File: src/rtl/gobou_pkg.sv
// Shared constants and state type for the gobou output path.
package gobou_pkg;
  localparam int DWIDTH     = 16;
  localparam int LWIDTH     = 16;
  localparam int GOBOU_CORE = 16;

  typedef enum logic [1:0] {IDLE, WAIT, SHIFT, DONE} gobou_out_state_t;
endpackage

File: src/rtl/gobou_out_writer.sv
// Writes the serializer's word stream to consecutive output-memory addresses.
// Optional negative clamp on the write data: GOBOU_OUT_RELU_EN.
import gobou_pkg::*;

module gobou_out_writer #(
  parameter int CORE   = GOBOU_CORE,
  parameter int AWIDTH = 12
) (
  input  logic                     clk,
  input  logic                     xrst,
  input  logic                     req,
  input  logic [AWIDTH-1:0]        out_base,
  input  logic [LWIDTH-1:0]        out_size,
  input  logic                     serial_we,
  input  logic signed [DWIDTH-1:0] in_data,
  input  logic                     relu_en,
  output logic                     mem_we,
  output logic [AWIDTH-1:0]        mem_addr,
  output logic signed [DWIDTH-1:0] mem_wdata,
  output logic                     busy,
  output logic                     ack
);
  localparam int CW = (CORE > 1) ? $clog2(CORE) : 1;

  gobou_out_state_t        state, nstate;
  logic [CW-1:0]           cnt;
  logic [AWIDTH-1:0]       addr;
  logic [LWIDTH-1:0]       remain, remain_nxt;
  logic                    do_wr, last_lane;
  logic signed [DWIDTH-1:0] wdata;

  // Lanes beyond the layer's remaining count are dropped, not written.
  assign do_wr      = (state == SHIFT) && (remain != '0);
  assign remain_nxt = do_wr ? remain - LWIDTH'(1) : remain;
  assign last_lane  = (cnt == CW'(CORE - 1));

`ifdef GOBOU_OUT_RELU_EN
  assign wdata = (relu_en && in_data[DWIDTH-1]) ? '0 : in_data;
`else
  logic unused_relu;
  assign unused_relu = relu_en;
  assign wdata       = in_data;
`endif

  always_comb begin
    nstate = state;
    case (state)
      IDLE:    if (req) nstate = (out_size == '0) ? DONE : WAIT;
      WAIT:    if (serial_we) nstate = SHIFT;
      SHIFT:   if (last_lane) nstate = (remain_nxt == '0) ? DONE : WAIT;
      DONE:    nstate = IDLE;
      default: nstate = IDLE;
    endcase
  end

  always_ff @(posedge clk or negedge xrst) begin
    if (!xrst) state <= IDLE;
    else       state <= nstate;
  end

  always_ff @(posedge clk or negedge xrst) begin
    if (!xrst) begin
      cnt       <= '0;
      addr      <= '0;
      remain    <= '0;
      mem_we    <= 1'b0;
      mem_addr  <= '0;
      mem_wdata <= '0;
      busy      <= 1'b0;
      ack       <= 1'b0;
    end else begin
      mem_we <= do_wr;
      ack    <= (state == DONE);
      // Held through the ack cycle so busy drops only after ack.
      busy   <= (nstate != IDLE) || (state == DONE);
      if (state == IDLE && req) begin
        addr   <= out_base;
        remain <= out_size;
      end
      if (state == WAIT && serial_we) cnt <= '0;
      if (state == SHIFT) begin
        cnt    <= cnt + CW'(1);
        remain <= remain_nxt;
      end
      if (do_wr) begin
        mem_addr  <= addr;
        mem_wdata <= wdata;
        addr      <= addr + AWIDTH'(1);
      end
    end
  end
endmodule

File: config.mk
export PLATFORM = sky130hd
export DESIGN_NAME = gobou_out_writer
export DESIGN_NICKNAME = d
export VERILOG_FILES = /design/src/rtl/gobou_pkg.sv /design/src/rtl/gobou_out_writer.sv
export SDC_FILE = /design/constraint.sdc
export NUM_CORES = 1
export LEC_CHECK = 0
export CAP_MARGIN = 10
export CORE_MARGIN = 2
export CORE_UTILIZATION = 45
export DETAILED_ROUTE_END_ITERATION = 7
export PLACE_DENSITY_LB_ADDON = 0.2
export SLEW_MARGIN = 20
export SYNTH_ARGS = -nofsm -noshare
export SYNTH_HDL_FRONTEND = slang
export SYNTH_SLANG_ARGS = --single-unit
export TNS_END_PERCENT = 50
File: constraint.sdc
create_clock -name clk -period 2.1 [get_ports clk]
set_input_delay 0.42 -clock clk [delete_from_list [all_inputs] [get_ports clk]]
set_output_delay 0.42 -clock clk [all_outputs]
set_load 0.05 [all_outputs]
Yosys cells after proc, flatten, opt, wreduce, memory -nomap -nowiden
Cells that the tools add are included.

storage, ports and cells
  register bits = 65
  input bits = 49
  output and inout port bits = 31
  logic and storage cells = 41

operators by class
  $add $sub $neg = 3
  equality and inequality tests = 4
  multiplexer cells = 13
  reduce and logical (&&, ||, !) cells = 12

operator list
  cell                                                  count
  two-way mux 16 bit                                    3
  logical NOT 16 bit                                    2
  two-way mux 12 bit                                    2
  nonzero test 16 bit                                   1
  subtractor 16 x 1 -> 16 bit (second input constant)   1
  adder 12 x 1 -> 12 bit (second input constant)        1
  two-way mux 2 bit                                     5
  two-way mux 4 bit                                     2
  case mux 2 bit (4 select lines)                       1
  nonzero test 2 bit                                    4
  adder 4 x 1 -> 4 bit (second input constant)          1
  equality test 2 bit (second input constant)           2
  equality test 4 bit (second input constant)           1
  logical AND 1 bit                                     3
  equality test 2 x 1 -> 1 bit (second input constant)  1
  logical NOT 2 bit                                     1
  logical OR 1 bit                                      1

Logic depth before layout (Yosys ltp)
Gate-level depths: netlist of the first run.

  word-level depth = 9
  mapped depth = 10
  gate-level depth less buffers = 8

Worst setup path after synthesis of the first run
No wires, ideal clock.

  path kind = register -> register
  from = reg remain[0]
  to = reg remain[11]
  library setup time = 0.126 ns
  data arrival time = 1.936 ns
  path slack = 0.038 ns
  stages on the path, launching flop included = 9
  buffers on the path = 1
  cell sequence = dfrtp_1 inv_1 ha_1 nor3b_2 nand4_4 nand2_4 buf_6 nor2_1 a221o_1

between the ends
  word-level cells in the longest chain between the ends = 4
  elaborated cells between the ends (all ways) = 5
  classes of those cells = add/sub: 1; mux: 2; reduce/logical: 2

RTL lines
  item                                                                 RTL line                source
  start: declaration                                                   gobou_out_writer.sv:28  logic [LWIDTH-1:0] remain, remain_nxt;
  start signal: assignment                                             gobou_out_writer.sv:78  remain <= out_size;
  start signal: assignment                                             gobou_out_writer.sv:83  remain <= remain_nxt;
  branches (longest 2 deep; another with subtractor 16 x 1 -> 16 bit)  --
  two-way mux 16 bit (*)                                               gobou_out_writer.sv:34  assign remain_nxt = do_wr ? remain - LWIDTH'(1) : remain;
  two-way mux 16 bit (*)                                               gobou_out_writer.sv:81  if (state == SHIFT) begin

Every way passes the cells marked *.
A chain may end at the register's enable or synchronous reset.

Final worst setup path of the first run
  from = reg state[0]
  to = reg state[1]

between the ends
  word-level cells in the longest chain between the ends = 7
  elaborated cells between the ends (all ways) = 10
  classes of those cells = eq/ne: 3; mux: 4; reduce/logical: 3

RTL lines
  item                                 RTL line                                        source
  start: declaration                   gobou_out_writer.sv:25                          gobou_out_state_t state, nstate;
  start signal: assignment             gobou_out_writer.sv:58                          else state <= nstate;
  equality test 2 bit                  gobou_out_writer.sv:33, gobou_out_writer.sv:47
  logical AND 1 bit                    gobou_out_writer.sv:33                          assign do_wr = (state == SHIFT) && (remain != '0);
  two-way mux 16 bit                   gobou_out_writer.sv:34
  logical NOT 16 bit                   gobou_out_writer.sv:50                          SHIFT: if (last_lane) nstate = (remain_nxt == '0) ? DONE : WAIT;
  two-way mux 2 bit (2 in series)      gobou_out_writer.sv:50
  case mux 2 bit (4 select lines) (*)  gobou_out_writer.sv:47                          case (state)
  via nstate[1]                        gobou_out_writer.sv:25

Mark *: on every way through the listed nets, which the timed path passes. The rest lies on a longest branch.

==> metrics.txt, run 1 <==
Initial DRC Count=187; worst hold margin=51.43 ps; Pre-Repair DR Iteration Count=5; final hold vios=0; Synth Register Bits=65; CP endpoint kind=flip-flop; DRC errors left=0; Post-Route WL=~9500 um; Power Dens Cells=1646 nW/um^2; post-synth cell types=56; Internal=roughly 4.4 mW; Reg power frac=0.292; GR Overflow Total=0; die area=8272 sq um; Die Y=around 91 um; setup TNS=0 ps; CP delay by family, top=simple AND/OR/NAND/NOR gates; CTS Sinks=65; top_reg_cell synth=dfrtp_1; sequential-to-total area share from yosys stat=0.4781; Clock power frac=0.168; FF-to-FF End=state[1]; clock buffer depth=2; CTS tree=built; syn avg cell area=around 9 sq um; number of I/O pins=80; WP data arrival=approximately 2200 ps; Slew Limit Fails=0; Buffers on Ports=between 70 and 80; Tmin final=about 2000 ps; top cells by count, synth=nand2_1 (108), dfrtp_1 (65), nor2_1 (24); ys async rst share=1.000; initial antenna violation count=0; dpl cells=~580; top cell type's share of synthesized area=0.4781; Cell Area, Synth=between 3000 and 4000 sq um; clock latency on the worst-skew pair=between 300 and 400 ps; WP buf/inv=1; critical path startpoint category=flip-flop; fin crit share=0.9486; RD Place Congestion=slightly below 0.9; Synth area leaders=dfrtp_1 (48%), nand2_1 (12%), nor2_1 (2.6%); Initial Utilization=0.4665; Setup CP Type=flip-flop to flip-flop; sw power=3.587 mW; area delta synth->final=41.74%; Non-Filler Instances=between 500 and 600; final setup skew=roughly 8.5 ps; Max VDD drop=0.8837 mV; slowest cell delay on critical path=roughly 520 ps; ratio of cells with drive above 1 in the final layout=0.1489; global-route wire length before repair=approximately 15000 um; Slew @ Worst Pin=approximately 650 ps; CTS Root Cell=clkbuf_8; Final setup viols=0; slew margin rel.=0.5635; Layout Nets=around 550; count leader, synth=nand2_1; antenna diode count=0; mean routed wirelength per cell=15.90 um; H-tree levels=3; pin count of the biggest net entering global routing=29; Max Fclk=approximately 500 MHz; via count=between 3000 and 4000; vias in the first global route=3150; Critical Path RT=approximately 2300 ps; Die Wd=between 90 and 100 um; Mapped Cells=roughly 390; number of flops mapped to enable cells by yosys=0; worst path cell trace=nor2b_1 > buf_4 > nand4_1 > a221oi_1 > nand2_1 > o41ai_2; switching share of power=0.4518; slowest cell on the critical path=nor2b_1; Detail Route Antenna Nets=0; clock-pin slew on the worst setup and hold paths=roughly 70 ps; Num CTS Buffers=9; DP Wirelength=slightly below 7000 um; reg2reg start=state[0]; yosys warns=0; final core occ=0.6613; Comb pwr share=0.540; status=finished clean; leak pwr=approximately 2.1 nW; Max Cap Violations=0; Min-Delay Path Class=input port to async pin; routed vias/inst=~5.5; Core Box Area=roughly 7300 sq um; synthesized net count=around 440; gr usage total=0.2332; Site Rows=31; crit-path max FO=4; Reg2Reg Depth=6; R2R setup slack=~110 ps; cell taking the most area after synthesis=dfrtp_1
==> kinds of logic after synthesis <==
| family | after synthesis | share of synthesized area |
|---|---|---|
| flops | 65 | 0.4781 |
| mux | 1 | 0.002942 |
| buf+inv | 32 | 0.04597 |
| fa+ha+maj | 3 | 0.01103 |
| xor+xnor | 1 | 0.002575 |
| compound gates | 86 | 0.1813 |
| simple gates | 198 | 0.2780 |
==> metal layers <==
| metal | GRT usage | up-vias | part of all wire |
|---|---|---|---|
| met3 | 0.05726 | 15 | 0.059 |
| met2 | 0.3679 | 111 | 0.48 |
| li1 | - | 1594 | - |
| met5 | 0 | - | 0 |
| met1 | 0.3243 | 1563 | 0.45 |
| met4 | 0.05808 | 0 | 0.013 |
==> worst max path at each step <==
stage                     startpoint    endpoint  slack (ps)  cells past startpoint
after floorplan            remain[0]  remain[11]          40                      8
after global placement     remain[0]     addr[9]         -20                     10
after detailed placement   remain[0]     addr[9]         -50                     10
after CTS                  remain[0]    state[1]          20                      9
after global routing        state[0]    state[1]         -30                      6
final                       state[0]    state[1]         110                      6
==> through the flow <==
step	power (mW)	area, sq um	setup WS, ps
6_report	7.939	4822	108.0
5_1_grt	8.434	4822	-25.03
4_1_cts	7.851	4738	22.73
3_5_place_dp	6.482	4482	-53.56
3_3_place_gp	6.380	4482	-18.20
2_1_floorplan	4.988	3402	38.49
==> power groups by stage <==
stage                     logic, mW  registers, mW  clock network [mW]
after floorplan                1.83           3.16                   0
after global placement         4.09           2.29                   0
after detailed placement       4.17           2.32                   0
after CTS                      4.19           2.30                1.36
after global routing           4.62           2.40                1.42
final                          4.29           2.32                1.33
==> repair_timing <==
action,in CTS,in global routing
resized for setup,2,12
hold buffers,0,0
setup endpoints to repair,6,15
gates cloned,0,0
pin swaps,0,3
buffers inserted,0,4
==> cell type report <==
type                       instances  area, sq um
fill                             644         2470
multi-input combinational        289         1658
sequential                        65         1627
timing repair buffer             119         1127
clock buffer                      11        151.4
tap                               99        123.9
clock inverter                     4        98.84
inverter                           9        36.28
==> registers in the layout (all words and copies together), names as in the netlist <==
register	cells
ack	1
addr	12
state	2
remain	16
mem_wdata	16
busy	1
cnt	4
mem_we	1
mem_addr	12
==> cell usage in the layout (no fill, tap or decap), drive strengths merged, types with 6 or more instances in the layout <==
cell type / instances
a211oi: 6
a21oi: 15
a221o: 8
and3: 6
buf: 42
clkbuf: 11
clkdlybuf4s50: 77
dfrtp: 65
inv: 10
nand2: 109
nand3: 17
nor2: 24
nor3: 10
nor4: 13
o21ai: 18
(Power assumes the default switching activity.)
==> run 2: changes to the inputs <==
--- a/config.mk
+++ b/config.mk
@@ -7,3 +7,2 @@
 export LEC_CHECK = 0
-export CAP_MARGIN = 10
 export CORE_MARGIN = 2
==> constraint.sdc (replaced) <==
create_clock -name clk -period 2.1 [get_ports clk]
set_input_delay 0.315 -clock clk [delete_from_list [all_inputs] [get_ports clk]]
set_output_delay 0.315 -clock clk [all_outputs]
set_load 0.05 [all_outputs]
==> run 2 against run 1 <==
Net effect: wire length down 1.7%; sequential share of layout area increased by 0.49 points; utilization fell by 0.94 points; register-to-register slack worse by 20 ps; setup slack got worse by 15 ps; worst hold slack improved by 390 ps; die area is the same; sequential power about the same; largest cell class unchanged; largest power group unchanged.
==> metrics.txt, run 2 (synthesis results as in run 1) <==
status=finished clean (unchanged); slew margin rel.=0.5641 (was 0.5635); H-tree levels=3 (unchanged); Layout Nets=540 (was 545); Buffers on Ports=78 (unchanged); worst path cell trace=nor2b_1 > buf_4 > nand4_1 > a221oi_1 > nand2_1 > o41ai_2 (unchanged); Max VDD drop=0.9919 mV (was 0.8837 mV); Setup CP Type=flip-flop to flip-flop (unchanged); slowest cell on the critical path=nor2b_1 (unchanged); final core occ=0.6519 (was 0.6613); Non-Filler Instances=592 (was 596); Initial DRC Count=185 (was 187); ratio of cells with drive above 1 in the final layout=0.1359 (was 0.1489); leak pwr=2.080 nW (was 2.117 nW); fin crit share=0.9559 (was 0.9486); CTS Sinks=65 (unchanged); CP endpoint kind=flip-flop (unchanged); dpl cells=572 (was 577); Detail Route Antenna Nets=0 (unchanged); antenna diode count=0 (unchanged); Max Cap Violations=0 (unchanged); most frequent cells in the layout=nand2_1 (108), clkdlybuf4s50_1 (77), dfrtp_1 (65) (unchanged); die area=8272 sq um (unchanged); gr usage total=0.2341 (was 0.2332); global-route wire length before repair=15550 um (was 15460 um); number of I/O pins=80 (unchanged); Die Wd=90.95 um (unchanged); mean routed wirelength per cell=15.74 um (was 15.90 um); Core Box Area=7292 sq um (unchanged); Slew @ Worst Pin=652.5 ps (was 653.4 ps); CTS Root Cell=clkbuf_8 (unchanged); Post-Route WL=9316 um (was 9476 um); CTS tree=built (unchanged); clock latency on the worst-skew pair=350 ps (was 340 ps); WP data arrival=2260 ps (was 2220 ps); Die Y=90.95 um (unchanged); final setup skew=9.228 ps (was 8.465 ps); RD Place Congestion=0.8875 (was 0.8739); Num CTS Buffers=9 (unchanged); post-route setup slack=92.70 ps (was 108.0 ps); Tmin final=2007 ps (was 1992 ps); clock-pin slew on the worst setup and hold paths=80 ps (was 70 ps); DP Wirelength=6622 um (was 6843 um); Final setup viols=0 (unchanged); critical path startpoint category=flip-flop (unchanged); Initial Utilization=0.4665 (unchanged); Top Registers=mem_wdata (16), remain (16) (unchanged); Power Dens Cells=1624 nW/um^2 (was 1646 nW/um^2); final hold vios=0 (unchanged); commonest non-fill, non-tap cell in the layout=nand2_1 (unchanged); DRC errors left=0 (unchanged); Pre-Repair DR Iteration Count=5 (unchanged); area delta synth->final=39.72% (was 41.74%); Min-Delay Path Class=input port to async pin (unchanged); clock buffer depth=2 (unchanged); GR Overflow Total=0 (unchanged); Max Fclk=498.2 MHz (was 502.0 MHz); Site Rows=31 (unchanged); pin count of the biggest net entering global routing=29 (unchanged); crit-path max FO=4 (unchanged); pre-CTS setup slack=-78.48 ps (was -53.56 ps); RSZ-0062 raised after global routing=true; vias in the first global route=3198 (was 3150); initial antenna violation count=0 (unchanged); Slew Limit Fails=0 (unchanged); Critical Path RT=2350 ps (was 2330 ps); via count=3304 (was 3283); slowest cell delay on critical path=520 ps (about the same); routed vias/inst=5.581 (was 5.508)
-- run 2: cell count changes in the layout (fill, tap and decap cells not counted), sizes merged --
cell and delta:
clkinvlp +1, bufinv -1, buf -6, dlygate4sd3 +1, inv -1, clkinv +2
-- run 2: timing repair --
action                     CTS  global route
gates resized for setup      2             8
hold endpoints to repair    17             0
setup endpoints to repair    6            18
buffers inserted             0             3
pin swaps                    0             1
hold buffers                 1             0
-- run 2: where the power goes --
group          internal [mW]  switching (mW)  total (mW)
Combinational           1.62            2.58        4.19
Clock                  0.729           0.493        1.22
Sequential              1.81           0.491        2.30
Total                   4.16            3.56        7.72
-- run 2: layout make-up --
cell class                 instances  area (sq um)
tap                               99         123.9
clock buffer                      11         151.4
inverter                           9         36.28
fill                             632          2539
multi-input combinational        289          1653
timing repair buffer             114          1085
clock inverter                     5         77.57
sequential                        65          1627
-- run 2: stage by stage --
| stage | TNS, ps | total power [mW] | hold WS [ps] | instance area, sq um |
|---|---|---|---|---|
| floorplan | 0 | 4.988 | 19.41 | 3402 |
| global placement | -40.08 | 6.331 | 289.8 | 4444 |
| detailed placement | -168.3 | 6.397 | 283.9 | 4444 |
| CTS | 0 | 7.655 | 454.4 | 4690 |
| global route | -40.87 | 8.228 | 481.7 | 4753 |
| finish | 0 | 7.720 | 441.8 | 4753 |
-- run 2: worst paths after layout --
path	from	cells after the start	slack, ps	to
setup / recovery	state[0]	6	90	state[1]
hold reg to reg	mem_wdata[8]	2	480	mem_wdata[8]
setup reg to reg	state[0]	6	90	state[1]
hold / removal	xrst	2	440	remain[12]
min in group clk	mem_wdata[8]	2	480	mem_wdata[8]
max in group asynchronous	xrst	3	1010	mem_addr[1]
-- run 2: worst max-delay path, delay by kind of cell (launching register included) --
family	cells	cell delay, ps
flip-flops	1	380
buffers and inverters	1	240
AND/OR/NAND/NOR	3	740
AO/OA/AOI/OAI	2	540
-- run 2: metal layers --
layer  vias to the layer above  part of all wire  track usage
met5                         -                 0            0
met4                         0             0.016      0.07449
met3                        13             0.068      0.05394
met2                       122              0.47       0.3654
met1                      1582              0.45       0.3242
li1                       1587                 -            -
==> run 3: changes to the inputs <==
Settings changed: CORE_UTILIZATION 45 to 54, HOLD_SLACK_MARGIN set to 0.05.
Clock period 2.1 ns to 2.4 ns, I/O delays scaled along.
==> run 3 against run 2 <==
Net effect: wire length fell by 1.6%; die area fell by 16%; critical path depth did not move; critical path type unchanged; non-clock buffer count fell by 17; fmax fell by 11%; clock power fell by 21%; global-route usage rose by 3.8 points; worst hold slack improved by 35 ps.
==> metrics.txt, run 3 (synthesis results as in run 1) <==
status=finished clean (unchanged); CTS Sinks=65 (unchanged); H-tree levels=3 (unchanged); Top Registers=mem_wdata (16), remain (16) (unchanged); Die Wd=83.37 um (was 90.95 um); Max Cap Violations=0 (unchanged); routed vias/inst=5.996 (was 5.581); Buffers on Ports=78 (unchanged); area delta synth->final=33.06% (was 39.72%); Min-Delay Path Class=flip-flop to flip-flop (was input port to async pin); die area=6951 sq um (was 8272 sq um); initial antenna violation count=0 (unchanged); final hold vios=0 (unchanged); CP endpoint kind=flip-flop (unchanged); Slew @ Worst Pin=665.9 ps (was 652.5 ps); Power Dens Cells=1433 nW/um^2 (was 1624 nW/um^2); Pre-Repair DR Iteration Count=5 (unchanged); slowest cell delay on critical path=650 ps (was 520 ps); DRC errors left=0 (unchanged); clock-pin slew on the worst setup and hold paths=70 ps (was 80 ps); CTS Root Cell=clkbuf_8 (unchanged); number of I/O pins=80 (unchanged); global-route wire length before repair=15360 um (was 15550 um); Pwr Total=6.488 mW (was 7.720 mW); fin crit share=0.9384 (was 0.9559); via count=3304 (unchanged); final setup skew=5.424 ps (was 9.228 ps); worst path cell trace=nor4_2 > nand4_4 > nand2_4 > inv_2 > a21o_1 > a221o_1 (was nor2b_1 > buf_4 > nand4_1 > a221oi_1 > nand2_1 > o41ai_2); slowest cell on the critical path=nor4_2 (was nor2b_1); clock buffer depth=2 (unchanged); Reg2Reg Depth=6 (unchanged); Site Rows=28 (was 31); hold depth=2; CTS tree=built (unchanged); Max VDD drop=1.039 mV (was 0.9919 mV); Max Fclk=444.0 MHz (was 498.2 MHz); commonest non-fill, non-tap cell in the layout=nand2_1 (unchanged); final-layout fill cell count=453 (was 632); ratio of cells with drive above 1 in the final layout=0.1008 (was 0.1359); WP buf/inv=1 (unchanged); Detail Route Antenna Nets=0 (unchanged); Core Box Area=5991 sq um (was 7292 sq um); most frequent cells in the layout=nand2_1 (108), clkdlybuf4s50_1 (77), dfrtp_1 (65) (unchanged); Initial Utilization=0.5679 (was 0.4665); Worst Hold End=mem_addr[8]; antenna diode count=0 (unchanged); gr usage total=0.2726 (was 0.2341); placed cell areas=4284 sq um (was 4444 sq um); Final setup viols=0 (unchanged); crit-path max FO=20 (was 4); DP Wirelength=6466 um (was 6622 um); Post-Route WL=9168 um (was 9316 um); WP data arrival=2480 ps (was 2260 ps); critical path startpoint category=flip-flop (unchanged); Initial DRC Count=307 (was 185); Setup CP Type=flip-flop to flip-flop (unchanged); reg2reg start=remain[5] (was state[0]); leak pwr=1.966 nW (was 2.080 nW); CP delay by family, top=simple AND/OR/NAND/NOR gates (unchanged); FF-to-FF End=remain[10] (was state[1]); Crit. Startpoint=remain[5] (was state[0]); R2R setup slack=150 ps (was 90 ps); pin count of the biggest net entering global routing=29 (unchanged); Critical Path RT=2620 ps (was 2350 ps); post-route cell area=4527 sq um (was 4753 sq um); Slew Limit Fails=0 (unchanged); Die Y=83.37 um (was 90.95 um); slew margin rel.=0.5520 (was 0.5641); Tmin final=2252 ps (was 2007 ps); GR Overflow Total=0 (unchanged); vias in the first global route=3311 (was 3198); Num CTS Buffers=9 (unchanged); clock latency on the worst-skew pair=350 ps (about the same); Layout Nets=523 (was 540); mean routed wirelength per cell=16.64 um (was 15.74 um); min-delay src=mem_addr[8]; RD Place Congestion=0.8818 (was 0.8875); Post-CTS Setup Inserts=0 (unchanged)
-- run 3: power by group --
part	switching (mW)	leakage, nW	internal [mW]
logic	2.17	1.07	1.27
clock network	0.425	0.103	0.536
registers	0.494	0.794	1.59
-- run 3: worst max path at each step --
stage	end	cells past startpoint
final	remain[10]	6
after global routing	state[1]	8
after CTS	remain[11]	8
after detailed placement	remain[11]	8
after global placement	remain[11]	8
after floorplan	remain[11]	8
-- run 3: metal layers --
| layer | track usage | part of all wire | wire (um) |
|---|---|---|---|
| met1 | 0.3569 | 0.42 | 3843 |
| met2 | 0.4296 | 0.48 | 4369 |
| met3 | 0.06759 | 0.083 | 757 |
| met4 | 0.1207 | 0.021 | 197 |
| met5 | 0 | 0 | 0 |
-- run 3: per-stage QoR --
stage | hold WS (ps) | TNS [ps] | util | setup WS [ps] | std cells
after global placement | 363.7 | 0 | 0.7151 | 127.5 | 534
after global routing | 492.5 | -4.950 | 0.7556 | -4.950 | 551
final | 476.8 | 0 | 0.7556 | 147.8 | 551
after CTS | 479.7 | 0 | 0.7513 | 38.72 | 551
after floorplan | 64.41 | 0 | - | 338.5 | 386
after detailed placement | 366.9 | 0 | 0.7151 | 84.89 | 534
-- run 3: timing repair --
item | 4_1_cts | 5_1_grt
gates resized for setup | 0 | 5
endpoints found under the hold margin | 21 | 0
hold buffers | 1 | 0
endpoints found under the setup margin | 0 | 21
-- run 3: cell type report --
type | instances | area, sq um | area share
sequential | 65 | 1627 | 0.3593
clock buffer | 12 | 155.1 | 0.03427
timing repair buffer | 97 | 924.6 | 0.2043
clock inverter | 4 | 51.30 | 0.01133
inverter | 9 | 33.78 | 0.007463
multi-input combinational | 289 | 1642 | 0.3626
tap | 75 | 93.84 | 0.02073
-- run 3: tightest hold or removal path, stage by stage, from the launching register on --
cell and delay [ps]:
dfrtp_1 340, nand2_1 50, nand2_1 60
